## src/rtl/cnn_conv_acc_relu_q.sv

```systemverilog
// cnn_conv_acc_relu_q
// Accumulates N_TAPS signed conv products per output pixel, adds a per-window
// bias, rounds half up, shifts right, saturates to OUT_WIDTH and optionally
// applies ReLU. Input and output are valid/ready streams. A finished result
// is held until the consumer takes it. The first product of the next window
// may be accepted in the same cycle that the result is taken.
module cnn_conv_acc_relu_q #(
    parameter int PROD_WIDTH = 21,
    parameter int BIAS_WIDTH = 21,
    parameter int ACC_WIDTH  = 26,
    parameter int OUT_WIDTH  = 14,
    parameter int N_TAPS     = 9,
    parameter int SHIFT      = 6,
    parameter int RELU_EN    = 1
) (
    input  logic                         ap_clk,
    input  logic                         ap_rst_n,
    input  logic signed [BIAS_WIDTH-1:0] bias,
    input  logic signed [PROD_WIDTH-1:0] in_data,
    input  logic                         in_last,
    input  logic                         in_valid,
    output logic                         in_ready,
    output logic signed [OUT_WIDTH-1:0]  out_data,
    output logic                         out_valid,
    input  logic                         out_ready,
    output logic                         err_len
);

    localparam int CNT_W = (N_TAPS > 1) ? $clog2(N_TAPS) : 1;
    localparam logic [CNT_W-1:0] LAST_TAP = CNT_W'(N_TAPS - 1);
    localparam logic signed [ACC_WIDTH-1:0] ROUND_C = $signed(ACC_WIDTH'(1) << (SHIFT - 1));
    localparam logic signed [ACC_WIDTH-1:0] OUT_MAX =
        $signed((ACC_WIDTH'(1) << (OUT_WIDTH - 1)) - ACC_WIDTH'(1));
    localparam logic signed [ACC_WIDTH-1:0] OUT_MIN = ~OUT_MAX;

    typedef enum logic {
        S_ACC,
        S_OUT
    } state_t;

    state_t                        state_q, state_d;
    logic        [CNT_W-1:0]       tap_cnt_q, tap_cnt_d;
    logic signed [ACC_WIDTH-1:0]   acc_q, acc_d;
    logic signed [OUT_WIDTH-1:0]   out_data_q, out_data_d;
    logic                          err_len_q, err_len_d;

    logic                          in_fire;
    logic                          is_last;
    logic signed [ACC_WIDTH-1:0]   sum;
    logic signed [ACC_WIDTH-1:0]   rounded;
    logic signed [ACC_WIDTH-1:0]   shifted;
    logic signed [OUT_WIDTH-1:0]   act;

    // The producer may push whenever we are accumulating, or when the held
    // result is being taken this cycle. This does not depend on in_valid.
    assign in_ready  = (state_q == S_ACC) | out_ready;
    assign in_fire   = in_valid & in_ready;
    assign is_last   = (tap_cnt_q == LAST_TAP);
    assign out_valid = (state_q == S_OUT);
    assign out_data  = out_data_q;
    assign err_len   = err_len_q;

    // Datapath: running sum including this product, then requantise and clamp.
    always_comb begin
        // NOTE: every combinational output is given a value before any branch,
        // so no path can leave it unassigned and infer a latch.
        sum     = '0;
        rounded = '0;
        shifted = '0;
        act     = '0;
        // Tap 0 restarts from the bias. The accumulator is not used on tap 0.
        sum     = ((tap_cnt_q == '0) ? ACC_WIDTH'(bias) : acc_q) + ACC_WIDTH'(in_data);
        rounded = sum + ROUND_C;
        shifted = rounded >>> SHIFT;
        if (shifted > OUT_MAX) begin
            act = OUT_MAX[OUT_WIDTH-1:0];
        end else if (shifted < OUT_MIN) begin
            act = OUT_MIN[OUT_WIDTH-1:0];
        end else begin
            act = shifted[OUT_WIDTH-1:0];
        end
        if ((RELU_EN != 0) && act[OUT_WIDTH-1]) begin
            act = '0;
        end
    end

    // Next-state logic: framing by tap count, result hand-off, length error.
    always_comb begin
        state_d    = state_q;
        tap_cnt_d  = tap_cnt_q;
        acc_d      = acc_q;
        out_data_d = out_data_q;
        err_len_d  = err_len_q;

        if ((state_q == S_OUT) && out_ready) begin
            state_d = S_ACC;
        end

        if (in_fire) begin
            // in_last is only checked. It never changes where a window ends.
            if (in_last != is_last) begin
                err_len_d = 1'b1;
            end
            if (is_last) begin
                out_data_d = act;
                state_d    = S_OUT;
                tap_cnt_d  = '0;
            end else begin
                acc_d     = sum;
                tap_cnt_d = tap_cnt_q + CNT_W'(1);
            end
        end
    end

    // State registers with synchronous active-low reset.
    always_ff @(posedge ap_clk) begin
        // NOTE: registers are updated with non-blocking assignments, so each
        // one samples values from before the clock edge, with no ordering race.
        if (!ap_rst_n) begin
            state_q    <= S_ACC;
            tap_cnt_q  <= '0;
            acc_q      <= '0;
            out_data_q <= '0;
            err_len_q  <= 1'b0;
        end else begin
            state_q    <= state_d;
            tap_cnt_q  <= tap_cnt_d;
            acc_q      <= acc_d;
            out_data_q <= out_data_d;
            err_len_q  <= err_len_d;
        end
    end

endmodule
```

## config.mk

```make
export PLATFORM = sky130hd
export DESIGN_NAME = cnn_conv_acc_relu_q
export DESIGN_NICKNAME = d
export VERILOG_FILES = /design/src/rtl/cnn_conv_acc_relu_q.sv
export SDC_FILE = /design/constraint.sdc
export NUM_CORES = 1
export LEC_CHECK = 0
export BUFFER_PORTS_ARGS = -buffer_cell sky130_fd_sc_hd__buf_2
export CAP_MARGIN = 20
export CORE_MARGIN = 5
export CORE_UTILIZATION = 55
export DETAILED_ROUTE_END_ITERATION = 6
export PLACE_DENSITY = 0.77
export SYNTH_ARGS = -nofsm -noshare
export SYNTH_HDL_FRONTEND = slang
export SYNTH_SLANG_ARGS = --single-unit
export TNS_END_PERCENT = 30
```

## constraint.sdc

```tcl
create_clock -name ap_clk -period 6.78 [get_ports ap_clk]
set_input_delay 0.339 -clock ap_clk [delete_from_list [all_inputs] [get_ports ap_clk]]
set_output_delay 0.339 -clock ap_clk [all_outputs]
set_load 0.05 [all_outputs]
```

==> run summary <==
The run finished with clean final reports. Setup violations remaining at the end of the flow were counted as 0. The share of power burned in combinational logic is 0.542. The placement-stage worst setup slack is between 1.5 and 2 ns. The arrival time of the worst setup path came out at 5.51 ns.

In this run the deepest clock path goes through 2 buffers. The internal portion of the total power is 0.601 mW. Entering global routing, the biggest net connects 36 pins. The number of global-route vias before repair came out at between 4000 and 5000. The most instantiated flip-flop cell in the synthesis netlist is sky130_fd_sc_hd__dfxtp_1.

Setup repair after global routing left no endpoint under its margin. The mean number of vias per cell came out at around 6.0. The share of the yosys chip area belonging to registers came out at 0.211. The number of nets with antenna violations after routing came out at 0. The number of diodes came out at 0. In the layout the commonest cells are sky130_fd_sc_hd__nand2_1, sky130_fd_sc_hd__buf_2, sky130_fd_sc_hd__a21oi_1. The switching share of power came out at 0.430. The worst slack on hold paths is about 0.36 ns.

Relative to the synthesized area, the layout overhead comes to 10.7%. The net count of the finished layout is 704. STA classifies the critical path endpoint as a register. The count of state elements after synthesis came out at 45. The minimum setup slack among reg-to-reg paths is ~1.4 ns.

When the netlist entered floorplanning its net count stood at about 660. In this run, post-CTS hold repair placed 0 buffers. In this design, the largest share of critical-path delay is due to simple AND/OR/NAND/NOR gates.

The final hold violation count is 0. The count of flip-flops with a built-in enable after synthesis is 0. TritonCTS built the clock tree. The end of the worst register-to-register path is out_data[0]$_SDFFE_PN0P_. After global routing the overflow that remains totals 0.

The worst setup path is launched from a register. For the pin with the worst max-slew slack, the measured transition is approximately 0.9 ns. The post-synth design cell area came out at roughly 4300 µm². Post-CTS repair changed the size of 0 cells. The area of the die is 9640 µm². The number of top-level design ports is 64. Counting the fill cells in the layout gives between 700 and 800. Adding up every negative setup slack in the final design gives 0 ns.

The post-route clock skew is approximately 0.0047 ns. For this configuration, the core starts out at a cell density of 0.559. The power density over the cells is 223 nW/µm². Counting the buffers created by CTS gives 5.

For this design, the slowest cell found on the critical path is sky130_fd_sc_hd__or3b_2. The post-route clock period utilization is 0.788. The total number of clock tree sinks came out at 45. The half-perimeter wire length of the detailed placement result came out at ~8.9 mm. Clock-pin slew was measured on the worst setup and hold paths at around 0.080 ns. The average instance in the mapped netlist occupies 7.36 µm².

The tree is rooted in a sky130_fd_sc_hd__clkbuf_8. The number of buffers added on ports came out at slightly above 60. The cell count after synthesis came out at around 580. The top fanout value on the critical path is 26. The number of levels in the clock H-tree came out at 2. The longest individual stage delay on the worst path came out at approximately 0.71 ns. The first detailed-routing pass took 5 iterations.

Counting both buffers and inverters, the worst setup path holds a total of 2. The placement row count came out at 32. The share of async-settable or async-resettable flops after synthesis is 0.

Once routing completed, OpenROAD measured the worst setup slack at roughly 1.4 ns. The worst ir drop on vdd is approximately 0.00014 V. The static leakage power is 2.07 nW. The number of DRC markers in iteration 0 is around 240. The final routed wire length divided by cell count came out at 15.9 µm.

The number of setup buffers added after CTS is 0. The number of antenna violations at the first check in global routing came to 0. The share of total power dissipated in sequential elements is 0.284. The congestion estimate from routability-driven global placement came to 0.976. The total count of max-transition violations in the final report came out at 0. The worst hold path was traced through 3 stages. The final routed wirelength across all metal layers came out at between 10 and 15 mm. The final period demand of the worst path is roughly 5.3 ns. Walking the worst path, the cells encountered are inv_1 > ha_1 > or3b_2 > nand2_1 > nand2_1 > ha_1 > inv_1 > fa_1 > and2b_4 > o2111a_1 > o21ai_0 > and2_1 > ha_1 > nand2_1 > mux2_2 > nor4_2 > and3_1 > and3_1 > and3_4 > mux2i_2 > o32ai_1. The area of the core came out at between 7000 and 8000 µm². The chip height came out at ~98 µm. The global-route total usage across every layer is 0.234.

The fraction of final layout cells with drive strength greater than 1 came out at 0.177. The worst hold path terminates at out_valid$_SDFF_PN0_. The required time reported for the critical path endpoint came out at between 6 and 7 ns. The analysis attributes to net switching a power of 0.453 mW. The clock reaches the later pin of the worst-skew pair after 0.30 ns. The library cell used most frequently in the layout, excluding fill and tap cells, is sky130_fd_sc_hd__nand2_1. By startpoint and endpoint, the worst setup path is classified as register to register. Of the total power, the clock network draws 0.175.

The maximum clock frequency is 187 MHz. The count of warnings emitted by yosys came out at 0. The first global-routing pass estimated 19.0 mm of wire. The worst relative slew slack came out at 0.410. The max-cap check violation count is 0. The die span in x is about 98 µm.

Measured in cells, the most critical reg-to-reg path has a length of 21. The startpoint identified for the worst hold timing path is out_ready. The reg-to-reg startpoint is tap_cnt_q[0]$_SDFFE_PN0P_.

The via count came out at between 4000 and 5000. The min-delay analysis places its worst path in the category input port to register. For this run, design rule violations remaining after detail routing come to 0.

The number of distinct standard cells referenced by the synthesized netlist is 85.
[cells in the mapped netlist, types with 8 or more instances]
cell type,instances,share of area
sky130_fd_sc_hd__nand3_1,16,0.019
sky130_fd_sc_hd__a21o_1,12,0.021
sky130_fd_sc_hd__dfxtp_1,45,0.21
sky130_fd_sc_hd__o21ai_0,23,0.027
sky130_fd_sc_hd__and3_1,10,0.015
sky130_fd_sc_hd__nand4_1,8,0.012
sky130_fd_sc_hd__and2_1,8,0.012
sky130_fd_sc_hd__nand2_1,140,0.12
sky130_fd_sc_hd__nand2b_1,12,0.018
sky130_fd_sc_hd__ha_1,29,0.085
sky130_fd_sc_hd__clkbuf_1,17,0.015
sky130_fd_sc_hd__inv_1,8,0.0070
sky130_fd_sc_hd__nor2_1,44,0.039
sky130_fd_sc_hd__a21oi_1,47,0.055
sky130_fd_sc_hd__xnor2_1,20,0.041
[power by group through the flow]
stage,logic (mW),clock network (mW),registers (mW)
2_1_floorplan,0.441,0,0.303
3_3_place_gp,0.549,0,0.304
3_5_place_dp,0.560,0,0.305
4_1_cts,0.563,0.186,0.299
5_1_grt,0.629,0.198,0.301
6_report,0.571,0.184,0.299
[through the flow]
step / util / total power [mW] / std cells / instance area [µm²]
6_report: 0.619 / 1.05 / 730 / 4730
3_3_place_gp: 0.602 / 0.853 / 721 / 4600
3_5_place_dp: 0.602 / 0.865 / 721 / 4600
5_1_grt: 0.619 / 1.13 / 730 / 4730
2_1_floorplan: - / 0.745 / 581 / 4280
4_1_cts: 0.615 / 1.05 / 729 / 4710
[flip-flops by register name, indices dropped and copies added, names as in the netlist]
name and cells:
tap_cnt_q 4, out_valid 1, out_data 13, acc_q 26
err_len 1
[metal layers]
| metal | track usage | wire length [µm] |
|---|---|---|
| met1 | 0.295 | 4950 |
| met2 | 0.408 | 5720 |
| met3 | 0.0314 | 635 |
| met4 | 0.0798 | 296 |
| met5 | 0 | 0 |
[kinds of logic (layout without fill, tap and decap cells)]
logic type / Yosys count / count (layout) / synth area share
AND/OR/NAND/NOR: 277 / 277 / 0.315
AO/OA/AOI/OAI: 160 / 160 / 0.272
flip-flops: 45 / 45 / 0.211
buffers and inverters: 35 / 82 / 0.0380
adder cells (fa/ha/maj): 30 / 30 / 0.0896
XOR/XNOR: 26 / 26 / 0.0550
multiplexers: 7 / 7 / 0.0181
other: 1 / 1 / 0.000877
[worst reg2reg max path, delay by kind of cell, from the launching register on]
family,cells,cell delay (ns)
buffers and inverters,2,0.17
and+or+nand+nor,10,2.44
adders and majority gates,4,0.79
AOI/OAI and AO/OA,3,0.62
DFF,1,0.33
muxes,2,0.86
[how the worst max path moves through the flow]
stage | start | cells past startpoint | end | slack, ns
floorplan | tap_cnt_q[0]$_SDFFE_PN0P_ | 24 | out_data[12]$_SDFFE_PN0P_ | 2.03
global placement | tap_cnt_q[0]$_SDFFE_PN0P_ | 21 | out_data[3]$_SDFFE_PN0P_ | 1.67
detailed placement | tap_cnt_q[0]$_SDFFE_PN0P_ | 21 | out_data[8]$_SDFFE_PN0P_ | 1.55
CTS | tap_cnt_q[0]$_SDFFE_PN0P_ | 21 | out_data[0]$_SDFFE_PN0P_ | 1.52
global route | tap_cnt_q[0]$_SDFFE_PN0P_ | 21 | out_data[0]$_SDFFE_PN0P_ | 1.06
finish | tap_cnt_q[0]$_SDFFE_PN0P_ | 21 | out_data[0]$_SDFFE_PN0P_ | 1.44
[final cells by class]
class,count,area (µm²),share of cell area
clock buffers,7,96.3,0.0204
flip-flops and latches,45,901,0.190
inverters,9,33.8,0.00714
repair buffers,65,353,0.0745
clock inverters,1,5.00,0.00106
well taps,102,128,0.0270
multi-input cells,501,3220,0.680
(Power assumes the default switching activity.)
